### src/rtl/hazard_stall_controller.sv
// Hazard, forwarding and stall sequencer for the 5-stage pipeline: load-use stalls, branch flush,
// operand-forwarding select and a freeze while a multi-cycle data-memory access completes.
module hazard_stall_controller #(
    parameter int unsigned MEM_LATENCY = 1,
    parameter int unsigned CNT_W       = 4
) (
    input  logic        CLK,
    input  logic        CLR,
    input  logic [3:0]  ID_Rn,
    input  logic [3:0]  ID_Rm,
    input  logic [3:0]  ID_Rc,
    input  logic        ID_UseA,
    input  logic        ID_UseB,
    input  logic        ID_UseC,
    input  logic        ID_Branch_Taken,
    input  logic [3:0]  EX_Rd,
    input  logic        EX_rf,
    input  logic        EX_Load,
    input  logic        EX_MemEnable,
    input  logic [3:0]  MEM_Rd,
    input  logic        MEM_rf,
    input  logic [3:0]  WB_Rd,
    input  logic        WB_rf,
    output logic        PC_LE,
    output logic        IFID_LE,
    output logic        IDEX_LE,
    output logic        EXMEM_LE,
    output logic        IFID_CLR,
    output logic        IDEX_Bubble,
    output logic        MEMWB_Bubble,
    output logic [1:0]  Fwd_A,
    output logic [1:0]  Fwd_B,
    output logic [1:0]  Fwd_C,
    output logic [15:0] Stall_Cycles
);

    localparam logic [0:0]       StRun     = 1'b0;
    localparam logic [0:0]       StMemWait = 1'b1;
    localparam logic [3:0]       RegPc     = 4'hF;
    localparam logic [1:0]       FwdRf     = 2'b00;
    localparam logic [1:0]       FwdEx     = 2'b01;
    localparam logic [1:0]       FwdMem    = 2'b10;
    localparam logic [1:0]       FwdWb     = 2'b11;
    localparam logic [CNT_W-1:0] CntLoad   = CNT_W'(MEM_LATENCY - 1);
    localparam logic [CNT_W-1:0] CntOne    = CNT_W'(1);
    localparam bit               FreezeEn  = (MEM_LATENCY > 1);

    logic [0:0]       state_q, state_d;
    logic [CNT_W-1:0] cnt_q, cnt_d;
    logic [15:0]      stall_q, stall_d;

    logic             hit_a, hit_b, hit_c;
    logic             load_use;
    logic [1:0]       fwd_a, fwd_b, fwd_c;

    // Youngest producer wins; the PC is never forwarded.
    function automatic logic [1:0] fwd_sel(
        input logic       use_src,
        input logic [3:0] rs,
        input logic [3:0] ex_rd,
        input logic       ex_rf,
        input logic [3:0] mem_rd,
        input logic       mem_rf,
        input logic [3:0] wb_rd,
        input logic       wb_rf
    );
        logic [1:0] sel;
        sel = FwdRf;
        if (use_src && rs != RegPc) begin
            if (ex_rf && ex_rd == rs) begin
                sel = FwdEx;
            end else if (mem_rf && mem_rd == rs) begin
                sel = FwdMem;
            end else if (wb_rf && wb_rd == rs) begin
                sel = FwdWb;
            end
        end
        return sel;
    endfunction

    always_comb begin
        fwd_a = fwd_sel(ID_UseA, ID_Rn, EX_Rd, EX_rf, MEM_Rd, MEM_rf, WB_Rd, WB_rf);
        fwd_b = fwd_sel(ID_UseB, ID_Rm, EX_Rd, EX_rf, MEM_Rd, MEM_rf, WB_Rd, WB_rf);
        fwd_c = fwd_sel(ID_UseC, ID_Rc, EX_Rd, EX_rf, MEM_Rd, MEM_rf, WB_Rd, WB_rf);
    end

    always_comb begin
        hit_a    = ID_UseA && (ID_Rn == EX_Rd);
        hit_b    = ID_UseB && (ID_Rm == EX_Rd);
        hit_c    = ID_UseC && (ID_Rc == EX_Rd);
        load_use = EX_Load && EX_rf && (EX_Rd != RegPc) && (hit_a || hit_b || hit_c);
    end

    // Stage control: reset, then memory freeze, then load-use stall, then branch flush.
    always_comb begin
        PC_LE        = 1'b1;
        IFID_LE      = 1'b1;
        IDEX_LE      = 1'b1;
        EXMEM_LE     = 1'b1;
        IFID_CLR     = 1'b0;
        IDEX_Bubble  = 1'b0;
        MEMWB_Bubble = 1'b0;
        if (!CLR) begin
            PC_LE        = 1'b0;
            IFID_LE      = 1'b0;
            IDEX_LE      = 1'b0;
            EXMEM_LE     = 1'b0;
            IFID_CLR     = 1'b1;
            IDEX_Bubble  = 1'b1;
            MEMWB_Bubble = 1'b1;
        end else if (state_q == StMemWait) begin
            PC_LE        = 1'b0;
            IFID_LE      = 1'b0;
            IDEX_LE      = 1'b0;
            EXMEM_LE     = 1'b0;
            MEMWB_Bubble = 1'b1;
        end else if (load_use) begin
            // Branch in ID is held with its instruction and re-resolved next cycle.
            PC_LE       = 1'b0;
            IFID_LE     = 1'b0;
            IDEX_Bubble = 1'b1;
        end else if (ID_Branch_Taken) begin
            IFID_CLR = 1'b1;
        end
    end

    always_comb begin
        Fwd_A        = CLR ? fwd_a : FwdRf;
        Fwd_B        = CLR ? fwd_b : FwdRf;
        Fwd_C        = CLR ? fwd_c : FwdRf;
        Stall_Cycles = CLR ? stall_q : 16'h0000;
    end

    always_comb begin
        state_d = state_q;
        cnt_d   = cnt_q;
        stall_d = stall_q;
        if (!PC_LE && stall_q != 16'hFFFF) begin
            stall_d = stall_q + 16'd1;
        end
        case (state_q)
            StRun: begin
                if (FreezeEn && EX_MemEnable) begin
                    state_d = StMemWait;
                    cnt_d   = CntLoad;
                end
            end
            StMemWait: begin
                cnt_d = cnt_q - CntOne;
                if (cnt_q == CntOne) begin
                    state_d = StRun;
                end
            end
            default: begin
                state_d = StRun;
                cnt_d   = '0;
            end
        endcase
    end

    always_ff @(posedge CLK or negedge CLR) begin
        if (!CLR) begin
            state_q <= StRun;
            cnt_q   <= '0;
            stall_q <= 16'h0000;
        end else begin
            state_q <= state_d;
            cnt_q   <= cnt_d;
            stall_q <= stall_d;
        end
    end

endmodule
### config.mk
export PLATFORM = sky130hd
export DESIGN_NAME = hazard_stall_controller
export DESIGN_NICKNAME = d
export VERILOG_FILES = /design/src/rtl/hazard_stall_controller.sv
export SDC_FILE = /design/constraint.sdc
export NUM_CORES = 1
export LEC_CHECK = 0
export CORE_MARGIN = 4
export CORE_UTILIZATION = 39
export DETAILED_ROUTE_END_ITERATION = 7
export PLACE_DENSITY = 0.72
export SLEW_MARGIN = 20
export SYNTH_ARGS = -nofsm -noshare
export SYNTH_HDL_FRONTEND = slang
export SYNTH_SLANG_ARGS = --single-unit
### constraint.sdc
create_clock -name CLK -period 4.05 [get_ports CLK]
set_input_delay 0.405 -clock CLK [delete_from_list [all_inputs] [get_ports CLK]]
set_output_delay 0.405 -clock CLK [all_outputs]
set_load 0.02 [all_outputs]
Word-level counts from Yosys, hierarchy flattened
Index checks and enable logic that the tools add are counted.
{"block": "word_totals", "register_bits": 21, "latchBits": 0, "ramBits": 0, "romBits": 0, "input_bits": 35, "out_inout_bits": 29, "elab_cells": 77, "memories": 0}
{"block": "op_classes", "addsub": 2, "multipliers": 0, "n_div": 0, "magnitude_cmp": 0, "n_eq_ne": 18, "shift": 0, "n_mux": 32, "n_bitwise": 0, "reduce_logical": 22}
{"cell": "$eq A4 B4 Y1", "n": 12}
{"cell": "$mux W2", "n": 15}
{"cell": "$logic_and A1 B1 Y1", "n": 19}
{"cell": "$add A16 B1 Y16 const B", "n": 1}
{"cell": "$mux W1", "n": 16}
{"cell": "$mux W16", "n": 1}
{"cell": "$ne A16 B16 Y1 const B", "n": 1}
{"cell": "$ne A4 B4 Y1 const B", "n": 4}
{"cell": "$eq A4 B1 Y1 const B", "n": 1}
{"cell": "$sub A4 B1 Y4 const B", "n": 1}
{"cell": "$logic_or A1 B1 Y1", "n": 2}
{"cell": "$logic_not A1 Y1", "n": 1}

Longest topological paths before layout
Gate-level depths: netlist of run 1.
{"block": "logic_depth", "depth_word": 10, "mapped_depth": 7, "mapped_depth_nobuf": 7}

Worst setup path after synthesis of run 1
OpenSTA, ideal clock, no wires.
{"block": "synth_timing", "path_kind": "input to output", "startpoint": "input CLR", "endpoint": "output PC_LE", "arrival_time_ns": 1.757, "required_ns": 3.645, "path_slack_ns": 1.888, "cell_stages": 4, "n_path_buf": 1, "path_cell_list": "nor2b_1 -> inv_1 -> nor2_1 -> buf_4"}
{"block": "synth_via", "elab_chain_cells": 1}
{"element": "start: declaration", "line": "8", "source": "input logic CLR,"}
{"element": "$mux W1"}
{"element": "end: declaration", "line": "24", "source": "output logic PC_LE,"}
Every way passes these cells.

Worst setup path after layout of run 1
{"block": "layout_timing", "startpoint": "input ID_Rc[2]", "endpoint": "output IFID_LE"}
{"block": "layout_via", "elab_chain_cells": 7}
{"element": "start: declaration", "line": "11", "source": "input logic [3:0] ID_Rc,"}
{"element": "$eq A4 B4 Y1", "line": "90", "source": "hit_c = ID_UseC && (ID_Rc == EX_Rd);"}
{"element": "$logic_and A1 B1 Y1", "line": "90"}
{"element": "$logic_or A1 B1 Y1", "line": "91", "source": "load_use = EX_Load && EX_rf && (EX_Rd != RegPc) && (hit_a || hit_b || hit_c);"}
{"element": "$logic_and A1 B1 Y1", "line": "91"}
{"element": "$mux W1", "line": "117", "source": "end else if (load_use) begin"}
{"element": "$mux W1", "line": "111", "source": "end else if (state_q == StMemWait) begin"}
{"element": "$mux W1", "line": "103", "source": "if (!CLR) begin"}
{"element": "end: declaration", "line": "25", "source": "output logic IFID_LE,"}
Every way passes these cells.

==> summary.log, run 1 <==
qor: yosys.yosysUniqueCellTypes 29
qor: clocking.cts-resized-gates 0
qor: power_and_ir_drop.power.ir.vdd_worst 134.7 µV
qor: final_layout.area_growth 41.78%
qor: placed_design.dp.final_hpwl 3.586 mm
qor: clocking.clk_pin_slew_worst_paths 0.07 ns
qor: routing.drt_wl_total 4.425 mm
qor: worst_setup_path.crit_chain clkdlybuf4s50_1 -> xor2_1 -> nor4_2 -> a22oi_1 -> a21oi_4 -> nor2_1 -> clkdlybuf4s50_1
qor: sta.grt_setup_unrepaired false
qor: clocking.numCtsBuffers 3
qor: floorplanning.die_x 73.98 µm
qor: worst_setup_path.critPathCaptureType output pin
qor: job.max_cap_violations 0
qor: final_layout.post_route_cells_drive_above_1_share 4.706%
qor: yosys.syn-num-nets 231
qor: clocking.cts_htree_levels 1
qor: sta.timing.setup.tns 0 ns
qor: sta.achievable-frequency 324.4 MHz
qor: sta.final_setup_violation_count 0
qor: yosys.synth_sequential_area_ratio 30.95%
qor: power_and_ir_drop.power_frac_comb 37.9%
qor: clocking.clk_path_buf_depth 2
qor: worst_setup_path.worst-endpoint-required 3.64 ns
qor: global_routing.grt_antenna_before_repair 0
qor: final_layout.post-route-cell-area 0.002407 mm²
qor: power_and_ir_drop.switching_share 34.87%
qor: yosys.synth.ff_latch_count 21
qor: placed_design.placed_area 0.002362 mm²
qor: routing.drtIter0Drc 70
qor: routing.via_count 1577
qor: global_routing.grt_overflow_total 0
qor: routing.drt_first_pass_iters 4
qor: clocking.clock_latency 0.26 ns
qor: yosys.syn_inst 193
qor: worst_setup_path.path_buf_inv 2
qor: worst_setup_path.timing.setup.critical_path_class input port to output pin
qor: power_and_ir_drop.power_switching 0.0002363 W
qor: global_routing.largest_net_degree_at_the_start_of_global_routing 43
qor: sta.final_critical_path_time_including_i_o_delays_and_setup 3.083 ns
qor: global_routing.first_global_vias 1549
qor: sta.worst_slew_margin_rel 71.73%
qor: sta.timing.clock.skew 0.004692 ns
qor: routing.route.detailed.wl_per_inst 14.51 µm
qor: power_and_ir_drop.static-leakage-power 0.9707 nW
qor: floorplanning.fp-row-count 23
qor: clocking.cts_setup_buffers 0
qor: sta.tightest_slew 0.4240 ns
qor: worst_setup_path.timing.critical_path.fanout_max 5
qor: floorplanning.num_io_pins 64
qor: routing.drt-vias-per-instance 5.170
qor: sta.finalHoldWorstSlack 0.4822 ns
qor: final_layout.n_antenna_cell 0
qor: worst_setup_path.timing.critical_path.slowest_stage_cell sky130_fd_sc_hd__clkdlybuf4s50_1
qor: placed_design.buffer_ports.inserted 62
qor: power_and_ir_drop.ratio_of_total_power_to_cell_area 281.4 mW/mm²
qor: clocking.tritoncts yes
qor: floorplanning.floorplan.die.height 73.98 µm
qor: worst_setup_path.timing.critical_path.mode_cell sky130_fd_sc_hd__clkdlybuf4s50_1
qor: final_layout.finalNetCount 294
qor: worst_setup_path.timing.critical_path.arrival 2.68 ns
qor: worst_hold_path.hp_class flip-flop to flip-flop
qor: sta.slew_viol_final 0
qor: yosys.synthesis.yosys.warnings 0
qor: worst_setup_path.timing.critical_path.slowest_cell_delay 0.66 ns
qor: floorplanning.design.die.area 0.005473 mm²
qor: clocking.clock-root-buffer sky130_fd_sc_hd__clkbuf_8
qor: floorplanning.initial_utilization 41.26%
qor: power_and_ir_drop.internal-power 0.0004413 W
qor: status.outcome completed
qor: clocking.hold_buffers 0
qor: routing.drc_errors 0
qor: worst_setup_path.timing.critical_path.max_delay_family buffers and inverters
qor: power_and_ir_drop.power.share.sequential 41.6%
qor: power_and_ir_drop.pwr-share-clk 20.5%
qor: worst_setup_path.start_kind input port
qor: sta.min_period_over_period 76.12%
qor: yosys.syn_area 0.001698 mm²
qor: sta.timing.final.hold_violations 0
qor: clocking.numClockSinks 21
qor: yosys.post_synth.cell_area_avg 8.797 µm²
qor: floorplanning.core_area 0.004115 mm²
qor: global_routing.gr-usage-all-layers 16.90%
qor: placed_design.place.gp.congestion 0.8138
qor: routing.antenna_violating_nets_post_route 0
qor: global_routing.grt_first_pass_wirelength 7.362 mm
[routing by layer]
layer / vias to the layer above / global-route usage [%] / wire, µm
met2: 39 / 28.54 / 2155
met5: - / 0 / 0
met1: 749 / 23.35 / 2050
met4: 0 / 3.622 / 36
li1: 785 / - / -
met3: 4 / 1.892 / 183
[cell usage after synthesis]
| cell | count | area share, % |
|---|---|---|
| sky130_fd_sc_hd__a22oi_1 | 1 | 0.44 |
| sky130_fd_sc_hd__nor2b_1 | 4 | 1.5 |
| sky130_fd_sc_hd__mux2_2 | 2 | 1.3 |
| sky130_fd_sc_hd__or3_1 | 2 | 0.74 |
| sky130_fd_sc_hd__xnor2_1 | 15 | 7.7 |
| sky130_fd_sc_hd__and3_1 | 2 | 0.74 |
| sky130_fd_sc_hd__or2_2 | 1 | 0.37 |
| sky130_fd_sc_hd__o21ai_0 | 1 | 0.29 |
| sky130_fd_sc_hd__nand2b_1 | 1 | 0.37 |
| sky130_fd_sc_hd__a21oi_1 | 4 | 1.2 |
| sky130_fd_sc_hd__nor4_2 | 3 | 2.2 |
| sky130_fd_sc_hd__o22ai_4 | 1 | 1.2 |
| sky130_fd_sc_hd__ha_1 | 3 | 2.2 |
| sky130_fd_sc_hd__buf_4 | 2 | 0.88 |
| sky130_fd_sc_hd__nor2_1 | 5 | 1.1 |
| sky130_fd_sc_hd__nand3_1 | 11 | 3.2 |
| sky130_fd_sc_hd__nand4_1 | 10 | 3.7 |
| sky130_fd_sc_hd__nor3b_1 | 3 | 1.3 |
| sky130_fd_sc_hd__mux2i_1 | 1 | 0.59 |
| sky130_fd_sc_hd__nor3_1 | 5 | 1.5 |
| sky130_fd_sc_hd__nand2_1 | 24 | 5.3 |
| sky130_fd_sc_hd__a21oi_4 | 1 | 0.96 |
| sky130_fd_sc_hd__inv_1 | 5 | 1.1 |
| sky130_fd_sc_hd__clkbuf_1 | 3 | 0.66 |
| sky130_fd_sc_hd__and2_1 | 16 | 5.9 |
| sky130_fd_sc_hd__nor4_1 | 8 | 2.9 |
| sky130_fd_sc_hd__xor2_1 | 37 | 19 |
| sky130_fd_sc_hd__o22a_1 | 1 | 0.52 |
| sky130_fd_sc_hd__dfrtp_1 | 21 | 31 |
[final timing paths]
kind / start / to / slack [ns] / depth (start not counted)
hold / removal: cnt_q[3] / cnt_q[3] / 0.48 / 1
max in group asynchronous: CLR / stall_q[5] / 3.18 / 2
min in group asynchronous: CLR / state_q / 0.56 / 2
setup reg to reg: stall_q[7] / stall_q[15] / 1.97 / 6
hold reg to reg: cnt_q[3] / cnt_q[3] / 0.48 / 1
setup / recovery: ID_Rc[2] / IFID_LE / 0.97 / 7
[power by group through the flow]
stage                     sequential [W]  clock [W]  combinational [W]
after floorplan                 0.000268          0           0.000153
after global placement          0.000286          0           0.000252
after detailed placement        0.000286          0           0.000257
after CTS                       0.000283   0.000142           0.000258
after global routing            0.000291   0.000150           0.000280
final                           0.000282   0.000139           0.000257
[cell type report]
cell class / count / area, µm²
Tap cell: 50 / 62.56
Multi-Input combinational cell: 162 / 1127
Sequential cell: 21 / 525.5
Clock buffer: 4 / 45.04
Timing Repair Buffer: 63 / 628.1
Inverter: 5 / 18.77
Fill cell: 394 / 1708
[worst register-to-register path, cell delays in order (launching register included)]
cell	delay [ns]
sky130_fd_sc_hd__dfrtp_1	0.44
sky130_fd_sc_hd__nand4_1	0.16
sky130_fd_sc_hd__or2_2	0.33
sky130_fd_sc_hd__or3_1	0.46
sky130_fd_sc_hd__o22ai_4	0.28
sky130_fd_sc_hd__nor4_1	0.12
sky130_fd_sc_hd__xor2_1	0.16
[registers in the layout, summed over array words and instances, names as in the netlist]
name	count
cnt_q	4
state_q	1
stall_q	16
[stage by stage]
| stage | instances | power [W] | setup WS [ns] | util [%] |
|---|---|---|---|---|
| global placement | 301 | 0.0005386 | 0.9595 | 57.40 |
| finish | 305 | 0.0006775 | 0.9672 | 58.50 |
| detailed placement | 301 | 0.0005432 | 0.9585 | 57.40 |
| global route | 305 | 0.0007205 | 0.7476 | 58.50 |
| floorplan | 193 | 0.0004210 | 1.888 | - |
| CTS | 305 | 0.0006824 | 0.9579 | 58.50 |
[logic make-up (layout without fill, tap and decap cells)]
| kind of cell | count (synthesis) | after routing | share of synthesized area, % |
|---|---|---|---|
| xor gates and xnor gates | 52 | 52 | 26.82 |
| buffers and inverters | 10 | 72 | 2.653 |
| AOI/OAI and AO/OA | 9 | 9 | 4.569 |
| DFF | 21 | 21 | 30.95 |
| adders and majority gates | 3 | 3 | 2.211 |
| muxes | 3 | 3 | 1.916 |
| and+or+nand+nor | 95 | 95 | 30.88 |
[cell usage in the layout (no fill, tap or decap), types with 8 or more instances in the layout]
master,synthesis,routed
sky130_fd_sc_hd__clkdlybuf4s50_1,0,62
sky130_fd_sc_hd__xor2_1,37,37
sky130_fd_sc_hd__nand2_1,24,24
sky130_fd_sc_hd__dfrtp_1,21,21
sky130_fd_sc_hd__and2_1,16,16
sky130_fd_sc_hd__xnor2_1,15,15
sky130_fd_sc_hd__nand3_1,11,11
sky130_fd_sc_hd__nand4_1,10,10
sky130_fd_sc_hd__nor4_1,8,8
Power figures use the tool's default switching activity.
==> run 2, diff against run 1 <==
==> constraint.sdc (replaced) <==
create_clock -name CLK -period 2.9 [get_ports CLK]
set_input_delay 0.29 -clock CLK [delete_from_list [all_inputs] [get_ports CLK]]
set_output_delay 0.29 -clock CLK [all_outputs]
set_load 0.02 [all_outputs]
==> run 2 against run 1 <==
Compared with the run above:
- sequential share of layout area down 0.70 points
- flip-flop and latch count stayed put
- combinational power up 42%
- final cell count increased by 2.3%
- setup slack worse by 0.76 ns
- global-route usage fell by 0.11 points
- clock power increased by 40%
- worst hold slack lost 0.077 ns
- die area stayed put
- final area grew 3.3%
- largest cell class unchanged
- largest power group unchanged
==> summary.log, run 2 (synthesis results as in run 1) <==
qor: worst_setup_path.timing.critical_path.slowest_stage_cell sky130_fd_sc_hd__clkdlybuf4s50_1 [unchanged]
qor: sta.timing.setup.tns 0 ns [unchanged]
qor: final_layout.finalNetCount 301 [was 294]
qor: floorplanning.initial_utilization 41.26% [unchanged]
qor: routing.route.detailed.wl_per_inst 13.88 µm [was 14.51 µm]
qor: worst_hold_path.hp_class input port to asynchronous set/reset pin [was flip-flop to flip-flop]
qor: routing.drt-vias-per-instance 5.019 [was 5.170]
qor: clocking.tritoncts yes [unchanged]
qor: routing.antenna_violating_nets_post_route 0 [unchanged]
qor: floorplanning.design.die.area 0.005473 mm² [unchanged]
qor: final_layout.final_common_cell sky130_fd_sc_hd__clkdlybuf4s50_1 [unchanged]
qor: worst_setup_path.timing.critical_path.mode_cell sky130_fd_sc_hd__clkdlybuf4s50_1 [unchanged]
qor: power_and_ir_drop.ratio_of_total_power_to_cell_area 383.5 mW/mm² [was 281.4 mW/mm²]
qor: sta.timing.clock.skew 0.004543 ns [was 0.004692 ns]
qor: final_layout.fillerInstances 381 [was 394]
qor: worst_setup_path.timing.critical_path.fanout_max 4 [was 5]
qor: sta.grt_setup_unrepaired false [unchanged]
qor: final_layout.max_flop_register stall_q [unchanged]
qor: sta.final_critical_path_time_including_i_o_delays_and_setup 2.692 ns
qor: sta.tightest_slew 0.3810 ns [was 0.4240 ns]
qor: clocking.numCtsBuffers 3 [unchanged]
qor: job.max_cap_violations 0 [unchanged]
qor: worst_setup_path.timing.critical_path.arrival 2.40 ns [was 2.68 ns]
qor: clocking.clock_latency 0.26 ns [about the same]
qor: sta.slew_viol_final 0 [unchanged]
qor: final_layout.largest_reg_flops 16 [unchanged]
qor: final_layout.final_core_density 60.44% [was 58.50%]
qor: sta.achievable-frequency 371.4 MHz
qor: global_routing.grt_antenna_before_repair 0 [unchanged]
qor: worst_setup_path.critPathCaptureType output pin [unchanged]
qor: floorplanning.die_x 73.98 µm [unchanged]
qor: final_layout.layout_top_registers stall_q: 16 flops, cnt_q: 4 flops, state_q: 1 flops [unchanged]
qor: routing.drtIter0Drc 86 [was 70]
qor: final_layout.multi_input_comb_area 0.001139 mm² [was 0.001127 mm²]
qor: floorplanning.core_area 0.004115 mm² [unchanged]
qor: clocking.cts_setup_buffers 0 [unchanged]
qor: placed_design.dpl_worst_slack 0.09225 ns [was 0.9585 ns]
qor: power_and_ir_drop.static-leakage-power 1.022 nW [was 0.9707 nW]
qor: global_routing.grt_first_pass_wirelength 7.258 mm [was 7.362 mm]
qor: clocking.hold_buffers 0 [unchanged]
qor: power_and_ir_drop.power.ir.vdd_worst 287.1 µV [was 134.7 µV]
qor: global_routing.first_global_vias 1522 [was 1549]
qor: worst_setup_path.path_buf_inv 2 [unchanged]
qor: placed_design.dp.final_hpwl 3.563 mm [was 3.586 mm]
qor: clocking.clock-root-buffer sky130_fd_sc_hd__clkbuf_8 [unchanged]
qor: worst_setup_path.worst-endpoint-required 2.61 ns [was 3.64 ns]
qor: sta.timing.final.hold_violations 0 [unchanged]
qor: global_routing.largest_net_degree_at_the_start_of_global_routing 39 [was 43]
qor: clocking.cts_htree_levels 1 [unchanged]
qor: global_routing.gr-usage-all-layers 16.79% [was 16.90%]
qor: worst_setup_path.start_kind input port [unchanged]
qor: floorplanning.fp-row-count 23 [unchanged]
qor: routing.drt_wl_total 4.332 mm [was 4.425 mm]
qor: clocking.cts-resized-gates 0 [unchanged]
qor: final_layout.post_route_cells_drive_above_1_share 8.397% [was 4.706%]
qor: status.outcome completed [unchanged]
qor: final_layout.layout.cells.most_common_list sky130_fd_sc_hd__clkdlybuf4s50_1, sky130_fd_sc_hd__xor2_1, sky130_fd_sc_hd__nand2_1, sky130_fd_sc_hd__dfrtp_1, sky130_fd_sc_hd__and2_1 [unchanged]
qor: final_layout.ff_latch_area 525.5 µm² [unchanged]
qor: placed_design.place.gp.congestion 0.8355 [was 0.8138]
qor: worst_setup_path.timing.critical_path.max_delay_family buffers and inverters [unchanged]
qor: clocking.numClockSinks 21 [unchanged]
qor: routing.via_count 1566 [was 1577]
qor: clocking.clk_path_buf_depth 2 [unchanged]
qor: final_layout.post-route-cell-area 0.002487 mm² [was 0.002407 mm²]
qor: sta.final_setup_violation_count 0 [unchanged]
qor: worst_setup_path.timing.critical_path.slowest_cell_delay 0.54 ns [was 0.66 ns]
qor: sta.min_period_over_period 92.83%
qor: final_layout.n_antenna_cell 0 [unchanged]
qor: worst_setup_path.crit_chain clkdlybuf4s50_1 -> xor2_1 -> nor4_2 -> a22oi_2 -> a21oi_4 -> o21ai_0 -> clkdlybuf4s50_1 [was clkdlybuf4s50_1 -> xor2_1 -> nor4_2 -> a22oi_1 -> a21oi_4 -> nor2_1 -> clkdlybuf4s50_1]
qor: global_routing.grt_overflow_total 0 [unchanged]
qor: worst_setup_path.timing.setup.critical_path_class input port to output pin [unchanged]
qor: sta.worst_slew_margin_rel 74.37% [was 71.73%]
qor: floorplanning.num_io_pins 64 [unchanged]
qor: sta.finalWorstSetupSlack 0.2078 ns [was 0.9672 ns]
qor: routing.drc_errors 0 [unchanged]
qor: final_layout.area_growth 46.50% [was 41.78%]
qor: placed_design.placed_area 0.002427 mm² [was 0.002362 mm²]
qor: placed_design.buffer_ports.inserted 62 [unchanged]
qor: clocking.clk_pin_slew_worst_paths 0.08 ns [was 0.07 ns]
qor: routing.drt_first_pass_iters 4 [unchanged]
qor: floorplanning.floorplan.die.height 73.98 µm [unchanged]
==> run 2: cell types whose count changed in the layout (fill, tap and decap cells not counted), sizes merged <==
cell / before / now
clkdlybuf4s50: 62 / 61
clkbuf: 4 / 3
dlymetal6s2s: 0 / 1
buf: 1 / 8
clkinv: 0 / 1
==> run 2: stage by stage <==
stage	std cells	power [W]	hold slack [ns]
global route	312	0.001018	0.4346
finish	312	0.0009540	0.4056
detailed placement	308	0.0007648	0.4601
global placement	308	0.0007619	0.4569
CTS	312	0.0009601	0.4089
floorplan	193	0.0005880	-0.005591
==> run 2: final timing paths <==
path,cells past startpoint,slack (ns),start,to
min in group CLK,1,0.47,cnt_q[3],cnt_q[3]
min reg2reg,1,0.47,cnt_q[3],cnt_q[3]
max in group asynchronous,2,2.31,CLR,stall_q[4]
min,2,0.41,CLR,cnt_q[0]
max reg2reg,6,0.81,stall_q[7],stall_q[15]
max,7,0.21,EX_Rd[1],IFID_CLR
==> run 2: worst reg2reg max path: cells and delay by family, from the launching register on <==
kind	cells	cell delay, ns
compound gates	1	0.30
xor+xnor	1	0.16
flops	1	0.45
simple gates	4	1.05
==> run 2: final cells by class <==
| type | count | share of cell area [%] |
|---|---|---|
| Clock buffer | 3 | 1.660 |
| Clock inverter | 1 | 0.2012 |
| Inverter | 5 | 0.7545 |
| Multi-Input combinational cell | 162 | 45.77 |
| Sequential cell | 21 | 21.13 |
| Tap cell | 50 | 2.515 |
| Timing Repair Buffer | 70 | 27.97 |
==> run 2: where the power goes <==
part	leakage, nW	internal (W)	switching (W)	total, W
combinational	0.719	0.000189	0.000176	0.000365
clock	0.0255	0.0000959	0.0000995	0.000195
sequential	0.277	0.000337	0.0000569	0.000394
total	1.02	0.000622	0.000332	0.000954
==> run 2: layer usage <==
metal / wire, µm / global-route usage [%]
met1: 2005 / 23.77
met2: 2154 / 28.15
met3: 136 / 1.622
met4: 36 / 3.018
met5: 0 / 0
==> patch 1 (flow settings as in run 2) <==
Set the parameter `CNT_W` to 6 (it was 4).
--- a/src/rtl/hazard_stall_controller.sv
+++ b/src/rtl/hazard_stall_controller.sv
@@ -3,5 +3,5 @@
 module hazard_stall_controller #(
     parameter int unsigned MEM_LATENCY = 1,
-    parameter int unsigned CNT_W       = 4
+    parameter int unsigned CNT_W       = 6
 ) (
     input  logic        CLK,
Check against the original RTL: no difference found for any inputs over 10 cycles, from zero or initial values; that may be too few to reach the edited logic, so the function may still have changed.
==> patch 1 against run 2 <==
- combinational power is 4% lower
- area after synthesis is 5.2% higher
- setup slack worse by 19 ps
- clock skew is 1.2 ps higher
- utilization is 0.63 points higher
- sequential share of layout area is 0.37 points higher
- cell count is 7.1% higher
- total power is 0.12% lower
- routed wire length is 6.9% higher
- sequential cell count is 2 higher
- hold slack better by 79 ps
- final area is 7.6% higher
- critical endpoint is now Fwd_A[1]
==> patch 1: results (changes against run 2) <==
stage,metric,value,unit,change
run_status,outcome,"finished, final reports clean",,unchanged
sta,fin_ws,189,ps,was 208 ps
drt,dr.first_iter.drc_count,41,,was 86
global_routing,grt_start_max_net_pins,32,,was 39
final_layout,buf_share,29.9,%,was 28.0%
power,p_leak,1.17,nW,was 1.02 nW
final_layout,clk_share,1.68,%,was 1.86%
sta,hold_slack,485,ps,was 406 ps
sta,finalClockSkew,5.78,ps,was 4.54 ps
synthesis,synth_area_leaders,"dfrtp_1 32%, xor2_1 19%, xnor2_1 6.9%",,"was dfrtp_1 31%, xor2_1 19%, xnor2_1 7.7%"
final_layout,layout.nets,321,,was 301
setup_path,arrival,2420,ps,was 2400 ps
placement,place_ws,-62.1,ps,was 92.2 ps
final_layout,multi_input_area,0.00118,mm^2,was 0.00114 mm^2
global_routing,first_global_vias,1691,,was 1522
final_layout,drive_gt1_share,12.4,%,was 8.40%
setup_path,max_stage_delay,670,ps,was 540 ps
min_path,hold_path.class,reg -> reg,,was in -> async
synthesis,synth_mux_area_share,1.47,%,was 1.92%
synthesis,synth_compound_area_share,4.48,%,was 4.57%
drt,via_per_inst,5.04,,was 5.02
synthesis,synth_xor_area_share,26.9,%,was 26.8%
placement,placed_cell_area,0.00261,mm^2,was 0.00243 mm^2
placement,gp_congestion,0.816,,was 0.836
final_layout,regArea,576,um^2,was 526 um^2
global_routing,track_usage,17.3,%,was 16.8%
synthesis,avgSynthCellArea,9.02,um^2,was 8.80 um^2
synthesis,synth_area,0.00179,mm^2,was 0.00170 mm^2
final_layout,fillers,392,,was 381
synthesis,seq_area_frac_synth,32.2,%,was 31.0%
synthesis,synth_fa_ha_area_share,2.10,%,was 2.21%
final_layout,nClkBuffers,4,,was 3
cts,numClockSinks,23,,was 21
synthesis,synth_nets,236,,was 231
## patch 1: layer usage
layer  part of all wire (%)  global-route usage, %  vias up  routed length, um
li1                       -                      -      843                  -
met1                     43                   22.3      788               1970
met2                     51                   29.8       49               2350
met3                    6.0                   3.96        4                276
met4                   0.80                   3.50        0                 37
met5                      0                      0        -                  0
## patch 1: power by group through the flow
stage               Combinational, mW  Clock, mW  Sequential (mW)
finish                          0.349      0.196            0.408
floorplan                       0.176          0            0.402
global route                    0.383      0.214            0.417
CTS                             0.349      0.200            0.408
global placement                0.343          0            0.414
detailed placement              0.348          0            0.414
## patch 1: worst register-to-register path, stage by stage, from the launching register on
cell,delay [ps]
dfrtp_1,440
and3_1,230
nand4_1,220
o32ai_1,430
a21o_1,230
buf_4,180
nor3_1,50
xor2_1,140
## patch 1: what timing repair did
item                                    4_1_cts  5_1_grt
pin swaps                                     0        1
endpoints found under the setup margin        4        1
resized for setup                             4        3
hold buffers                                  0        0
buffers inserted                              0        1
